<file path="config.mk">
export PLATFORM = sky130hd
export DESIGN_NAME = draw_rect
export DESIGN_NICKNAME = d
export VERILOG_FILES = /design/src/rtl/draw_rect.sv
export SDC_FILE = /design/constraint.sdc
export NUM_CORES = 1
export LEC_CHECK = 0
export BUFFER_PORTS_ARGS = -buffer_cell sky130_fd_sc_hd__clkbuf_2
export CAP_MARGIN = 30
export CORE_MARGIN = 4
export CORE_UTILIZATION = 49
export DETAILED_ROUTE_END_ITERATION = 7
export PLACE_DENSITY = 0.77
export SYNTH_ARGS = -nofsm -noshare
export SYNTH_HDL_FRONTEND = slang
export SYNTH_SLANG_ARGS = --single-unit
</file>
<file path="constraint.sdc">
create_clock -name clk -period 5.1 [get_ports clk]
set_input_delay 1.53 -clock clk [delete_from_list [all_inputs] [get_ports clk]]
set_output_delay 1.53 -clock clk [all_outputs]
set_load 0.005 [all_outputs]
</file>
<file path="src/rtl/draw_rect.sv">
// Rectangle blitter: copies a rect_w x rect_h block from a linear source image
// into a SCREEN_W x SCREEN_H frame buffer, one pixel per READ/WAIT/WRITE pass.
module draw_rect #(
    parameter int SCREEN_W = 320,
    parameter int SCREEN_H = 240,
    parameter int ADDR_W   = 17,
    parameter int DATA_W   = 24,
    parameter int READ_LAT = 1
) (
    input  logic              clk,
    input  logic              rst_n,
    input  logic              start,
    input  logic              abort,
    input  logic [8:0]        dst_x,
    input  logic [7:0]        dst_y,
    input  logic [8:0]        rect_w,
    input  logic [7:0]        rect_h,
    input  logic [ADDR_W-1:0] src_base,
    input  logic              transp_en,
    input  logic [DATA_W-1:0] transp_key,
    output logic [ADDR_W-1:0] src_addr,
    input  logic [DATA_W-1:0] src_data,
    output logic              frame_buf_we,
    output logic [ADDR_W-1:0] frame_buf_addr,
    output logic [DATA_W-1:0] frame_buf_data,
    output logic              done,
    output logic [1:0]        dbg_state_o
);

    typedef enum logic [1:0] {
        S_IDLE  = 2'd0,
        S_READ  = 2'd1,
        S_WAIT  = 2'd2,
        S_WRITE = 2'd3
    } state_e;

    localparam logic [9:0] SCREEN_W_C = 10'(SCREEN_W);
    localparam logic [8:0] SCREEN_H_C = 9'(SCREEN_H);
    localparam logic [1:0] WAIT_LAST  = 2'((READ_LAT > 1) ? READ_LAT - 2 : 0);

    state_e              state_q, state_d;
    logic [8:0]          x_q, x_d;
    logic [7:0]          y_q, y_d;
    logic [8:0]          w_q, w_d;
    logic [7:0]          h_q, h_d;
    logic                ten_q, ten_d;
    logic [DATA_W-1:0]   key_q, key_d;
    logic [8:0]          col_q, col_d;
    logic [7:0]          row_q, row_d;
    logic [ADDR_W-1:0]   src_addr_q, src_addr_d;
    logic [1:0]          wait_cnt_q, wait_cnt_d;

    logic [9:0] px;
    logic [8:0] py;
    logic       clipped;
    logic       transparent;
    logic       last_col;
    logic       last_row;

    always_ff @(posedge clk or negedge rst_n) begin
        if (!rst_n) begin
            state_q    <= S_IDLE;
            x_q        <= '0;
            y_q        <= '0;
            w_q        <= '0;
            h_q        <= '0;
            ten_q      <= 1'b0;
            key_q      <= '0;
            col_q      <= '0;
            row_q      <= '0;
            src_addr_q <= '0;
            wait_cnt_q <= '0;
        end else begin
            state_q    <= state_d;
            x_q        <= x_d;
            y_q        <= y_d;
            w_q        <= w_d;
            h_q        <= h_d;
            ten_q      <= ten_d;
            key_q      <= key_d;
            col_q      <= col_d;
            row_q      <= row_d;
            src_addr_q <= src_addr_d;
            wait_cnt_q <= wait_cnt_d;
        end
    end

    // Destination coordinates are widened so off-screen pixels compare correctly.
    assign px          = {1'b0, x_q} + {1'b0, col_q};
    assign py          = {1'b0, y_q} + {1'b0, row_q};
    assign clipped     = (px >= SCREEN_W_C) || (py >= SCREEN_H_C);
    assign transparent = ten_q && (src_data == key_q);
    assign last_col    = (col_q == w_q - 9'd1);
    assign last_row    = (row_q == h_q - 8'd1);

    always_comb begin
        state_d    = state_q;
        x_d        = x_q;
        y_d        = y_q;
        w_d        = w_q;
        h_d        = h_q;
        ten_d      = ten_q;
        key_d      = key_q;
        col_d      = col_q;
        row_d      = row_q;
        src_addr_d = src_addr_q;
        wait_cnt_d = wait_cnt_q;

        case (state_q)
            S_IDLE: begin
                if (start && !abort) begin
                    x_d        = dst_x;
                    y_d        = dst_y;
                    w_d        = rect_w;
                    h_d        = rect_h;
                    ten_d      = transp_en;
                    key_d      = transp_key;
                    col_d      = '0;
                    row_d      = '0;
                    src_addr_d = src_base;
                    if (rect_w != 9'd0 && rect_h != 8'd0) begin
                        state_d = S_READ;
                    end
                end
            end
            S_READ: begin
                if (abort) begin
                    state_d = S_IDLE;
                end else if (READ_LAT > 1) begin
                    state_d    = S_WAIT;
                    wait_cnt_d = '0;
                end else begin
                    state_d = S_WRITE;
                end
            end
            S_WAIT: begin
                if (abort) begin
                    state_d = S_IDLE;
                end else if (wait_cnt_q == WAIT_LAST) begin
                    state_d = S_WRITE;
                end else begin
                    wait_cnt_d = wait_cnt_q + 2'd1;
                end
            end
            S_WRITE: begin
                // Source address is a running counter: row*w+col advances by one per pixel.
                src_addr_d = src_addr_q + 1'b1;
                if (last_col) begin
                    col_d = '0;
                    row_d = row_q + 8'd1;
                end else begin
                    col_d = col_q + 9'd1;
                end
                if (abort || (last_col && last_row)) begin
                    state_d = S_IDLE;
                end else begin
                    state_d = S_READ;
                end
            end
            default: state_d = S_IDLE;
        endcase
    end

    assign done           = (state_q == S_IDLE);
    assign src_addr       = src_addr_q;
    assign frame_buf_data = src_data;
    assign frame_buf_addr = ADDR_W'(py) * ADDR_W'(SCREEN_W) + ADDR_W'(px);
    assign frame_buf_we   = (state_q == S_WRITE) && !clipped && !transparent;
    assign dbg_state_o    = state_q;

endmodule

</file>
# ---- Word-level counts from Yosys, hierarchy flattened
# Cells that the tools add are included.
dict set report word_totals {
  word_cells 71
  input_bits 104
  register_bits 97
}
dict set report op_classes {
  n_bitwise 2
  n_reduce_logical 21
  n_eq_ne 10
  add_sub_neg 9
  n_mux 15
  n_lt_le_gt_ge 2
  multipliers 1
}
# operator count
set op_table {}
lappend op_table {{17-bit case mux with 2 select lines} 1}
lappend op_table {{24-bit equality test} 1}
lappend op_table {{9-bit 2-to-1 mux} 2}
lappend op_table {{9-bit case mux with 2 select lines} 1}
lappend op_table {{17-bit by 1-bit adder with 17-bit output (second input constant)} 1}
lappend op_table {{17-bit by 10-bit adder with 17-bit output} 1}
lappend op_table {{17-bit 2-to-1 mux} 1}
lappend op_table {{8-bit 2-to-1 mux} 2}
lappend op_table {{8-bit case mux with 2 select lines} 1}
lappend op_table {{9-bit by 3-bit multiplier with 11-bit output (second input constant)} 1}
lappend op_table {{9-bit by 9-bit adder with 10-bit output} 1}
lappend op_table {{10-bit by 9-bit greater-or-equal comparator with 1-bit output (second input constant)} 1}
lappend op_table {{2-bit 2-to-1 mux} 5}
lappend op_table {{8-bit by 8-bit adder with 9-bit output} 1}
lappend op_table {{9-bit by 1-bit adder with 9-bit output (second input constant)} 1}
lappend op_table {{9-bit equality test} 1}
lappend op_table {{9-bit by 8-bit greater-or-equal comparator with 1-bit output (second input constant)} 1}
lappend op_table {{3-bit AND reduction} 3}
lappend op_table {{9-bit nonzero test} 1}
lappend op_table {{9-bit by 1-bit subtractor with 9-bit output (second input constant)} 1}
lappend op_table {{8-bit by 1-bit adder with 8-bit output (second input constant)} 1}
lappend op_table {{8-bit equality test} 1}
lappend op_table {{2-bit case mux with 4 select lines} 1}
lappend op_table {{8-bit nonzero test} 1}
lappend op_table {{15 further kinds} 28}

# ---- Logic depth before layout (Yosys ltp)
dict set report logic_depth {
  word_depth 6
  ltp_mapped 17
  mapped_depth_nobuf 17
}

# ---- Worst setup path before layout
# Ideal clock, no wire load.
dict set report synth_timing {
  kind {reg-to-output}
  start {reg row_q[0]}
  end {out frame_buf_addr[16]}
  arrival_time_ps 3414
  required_ps 3570
  path_stages_with_launch 16
  slack_ps 156
  cell_sequence {dfrtp_1 > ha_1 > fa_1 > a21o_1 > a21oi_1 > o21bai_1 > a21oi_1 > xnor2_1 > ha_1 > ha_1 > o21ai_0 > a21boi_0 > or3_1 > o2111ai_1 > nand3_1 > xnor2_1}
}
dict set report synth_via {
  elab_chain_len 3
}
# item line_no
set synth_lines {}
lappend synth_lines {{from (decl)} 49} ;# logic [7:0] row_q, row_d;
lappend synth_lines {{from (signal assigned)} 82} ;# row_q <= row_d;
lappend synth_lines {{8-bit by 8-bit adder with 9-bit output} 90} ;# assign py = {1'b0, y_q} + {1'b0, row_q};
lappend synth_lines {{9-bit by 3-bit multiplier with 11-bit output} 167} ;# assign frame_buf_addr = ADDR_W'(py) * ADDR_W'(SCREEN_W) + ADDR_W'(px);
lappend synth_lines {{17-bit by 10-bit adder with 17-bit output} 167}
lappend synth_lines {{to (decl)} 24} ;# output logic [ADDR_W-1:0] frame_buf_addr,
# No other way between the ends.

# ---- Worst setup path after layout
# Ends and elaborated chain as after synthesis.

==> metrics.csv <==
stage,metric,value,unit
placement,dp_hpwl,11600,um
final_layout,seqCellArea,2430,um2
synthesis,synthArstFlopShare,1.00,
synthesis,syn_nets,851,
synthesis,synth_area_per_cell,9.65,um2
timing,final_period_minus_worst_setup_slack,5.33,ns
worst_setup_path,end_kind,output port,
drt,routed_wl,15700,um
final_layout,final_cells,1038,
final_layout,design_area,8240,um2
cts,clock_path_buffers,2,
power,ir_worst_vdd,366,uV
min_path,min_path_type,reg -> reg,
drt,drt-initial-drc-count,233,
cts,cts_buffers,9,
run,drv_cap,0,
power,p_sw,2.34,mW
floorplanning,die_w,125,um
synthesis,ys_ff_latch,97,
global_route,grt_pass1_vias,5499,
cts,htree_levels,3,
timing,timing.final.crit_share,1.04,
global_route,grt_pass1_wl,25800,um
synthesis,synth.largest_area_cell,dfrtp_1,
final_layout,nets,1010,
power,power.share.switching,0.409,
drt,drcViolationCount,0,
worst_setup_path,cp-startpoint,row_q[0],
placement,gp_congestion,0.807,
power,p_per_area,694,nW/um2
timing,finalSetupTns,-0.678,ns
min_path,hold_start,ten_q,
final_layout,multiInputGateArea,4110,um2
final_layout,fill_cells,1140,
synthesis,synth_most_common_cell,dfrtp_1,
cts,clock_latency,0.34,ns
worst_setup_path,cp-start-kind,flip-flop,
floorplanning,initial_utilization,0.506,
global_route,grt_overflow,0,
global_route,grt_max_degree,67,
placement,placed_cell_area,7660,um2
power,internal_power,3.38,mW
timing,max_freq,188,MHz
power,power_leakage,3.84,nW
worst_setup_path,critPathArrivalTime,3.80,ns
worst_setup_path,reg2reg_from,dbg_state_o[0],
timing,rsz0062_at_grt,yes,
status,violations,negative setup slack,
synthesis,syn-cell-area,6750,um2
floorplanning,die_h,125,um
drt,viasPerCell,5.41,
floorplanning,io-pin-count,166,
worst_setup_path,critical_path_required,3.57,ns
timing,hold_violations,0,
power,p_seq_frac,0.245,
timing,worst_slew_pin_slew,0.893,ns
cts,clock-sinks,97,
timing,skew,0.00598,ns
cts,clockRootBuffer,clkbuf_16,
synthesis,synth_commonest_cells,"dfrtp_1 (97), mux2_2 (65), nor2_1 (54), xnor2_1 (54), a21oi_1 (50)",
cts,holdBufCountCts,0,
power,clkPwrFrac,0.113,
floorplanning,core_area,13300,um2
drt,via_count,5619,
cts,cts_tree,done,
timing,slew-limit-headroom,0.403,
global_route,antenna_found_initial,0,
synthesis,synth_top_flop_cell,dfrtp_1,
floorplanning,rows,42,
worst_setup_path,crit_fanout,2,
synthesis,yosysSeqAreaShare,0.360,
synthesis,ys_top_cells_by_area,"dfrtp_1 (36%), mux2_2 (11%), ha_1 (8.2%)",
placement,io_buffers,165,
timing,maxSlewViolCount,0,
drt,wire_per_inst,15.2,um
synthesis,synth_cells,699,
final_layout,drive_gt1_frac,0.375,
synthesis,yosysUniqueCellTypes,57,
synthesis,ys_warn_count,0,
global_route,track_usage,0.196,
placement,post-place-ws,-0.0469,ns
worst_setup_path,crit_type,reg -> out,
placement,dp.cells,1011,
floorplanning,dieArea,15700,um2
timing,fin_ws,-0.227,ns
power,p_comb_frac,0.642,
synthesis,synth_edf_count,0,
final_layout,area_growth,22.1,%
status,status,"finished, violations left",
synthesis,netlist.area_leader.share,0.360,
cts,clk_pin_slew,0.06,ns
drt,first_pass_iters,4,
timing,setup_viol_count_final,4,
drt,ant_nets,0,
final_layout,num_antenna_cells,0,
==> placed cells by master, fill, tap and decap left out, types with 9 or more instances in the layout <==
cell type,count
clkbuf_2,160
dfrtp_1,96
mux2_2,65
nor2_1,52
xnor2_1,51
a21oi_1,42
ha_1,37
o21ai_0,33
inv_1,32
buf_4,29
nand2_1,25
xor2_1,21
nand3_1,19
o22ai_1,16
nand4_1,14
nor2b_1,11
and3_1,9
clkbuf_16,9
==> stage by stage <==
| stage | total power [mW] | utilization | hold WS, ns |
|---|---|---|---|
| floorplan | 3.55 | - | 0.479 |
| global placement | 4.40 | 0.574 | 0.494 |
| detailed placement | 4.49 | 0.574 | 0.499 |
| CTS | 5.50 | 0.608 | 0.514 |
| global route | 6.20 | 0.617 | 0.533 |
| finish | 5.72 | 0.617 | 0.509 |
==> power by group through the flow <==
stage | Sequential (mW) | Clock, mW | Combinational [mW]
final | 1.40 | 0.646 | 3.67
after global routing | 1.45 | 0.689 | 4.07
after CTS | 1.40 | 0.660 | 3.44
after detailed placement | 1.42 | 0 | 3.08
after global placement | 1.40 | 0 | 3.00
after floorplan | 1.34 | 0 | 2.20
==> sequential cells by signal (all words and copies together), names as in the netlist, 2 cells and up <==
signal	flops
h_q	8
wait_cnt_q	2
y_q	8
key_q	24
row_q	8
col_q	9
src_addr	17
dbg_state_o	2
w_q	9
x_q	9
==> per-layer routing <==
| metal | track usage | vias to the layer above | wire length [um] |
|---|---|---|---|
| li1 | - | 2803 | - |
| met1 | 0.256 | 2684 | 6850 |
| met2 | 0.334 | 119 | 8010 |
| met3 | 0.0371 | 13 | 710 |
| met4 | 0.0536 | 0 | 173 |
| met5 | 0 | - | 0 |
==> timing repair <==
item / in CTS / in global routing
pin swaps: 23 / 35
gates resized for setup: 25 / 31
setup endpoints to repair: 5 / 7
buffers inserted: 9 / 4
==> final timing paths <==
path / to / slack, ns / cells past startpoint
worst max register to register: row_q[5] / 2.14 / 9
worst min-delay path: ten_q / 0.51 / 1
worst max-delay path: frame_buf_addr[16] / -0.23 / 16
max in group asynchronous: src_addr[7] / 2.85 / 2
min in group asynchronous: w_q[6] / 1.31 / 1
worst min register to register: ten_q / 0.51 / 1
==> worst max-delay path: stages (launching register included) <==
cell	delay [ns]
dfrtp_1	0.39
ha_2	0.22
fa_2	0.36
a21o_1	0.18
a21oi_2	0.21
o21bai_1	0.10
a21oi_1	0.19
xnor2_1	0.17
ha_1	0.31
ha_4	0.26
buf_6	0.13
xnor2_2	0.20
and2_4	0.18
and3_4	0.20
nand3_2	0.08
xnor2_1	0.15
buf_2	0.13
==> cells by family (layout without fill, tap and decap cells) <==
| kind of cell | count (synthesis) | in the layout | share of synthesized area |
|---|---|---|---|
| AND/OR/NAND/NOR | 177 | 177 | 0.135 |
| AO/OA/AOI/OAI | 148 | 148 | 0.134 |
| XOR/XNOR | 76 | 76 | 0.0986 |
| flip-flops | 97 | 97 | 0.360 |
| buffers and inverters | 82 | 245 | 0.0603 |
| adder cells (fa/ha/maj) | 48 | 48 | 0.0935 |
| multiplexers | 71 | 71 | 0.119 |
==> area by class of cell <==
type,instances,share of cell area
Clock inverter,2,0.00152
Clock buffer,13,0.0328
Sequential cell,97,0.295
Tap cell,176,0.0267
Inverter,35,0.0162
Multi-Input combinational cell,520,0.499
Timing Repair Buffer,195,0.129
(Power assumes the default switching activity.)
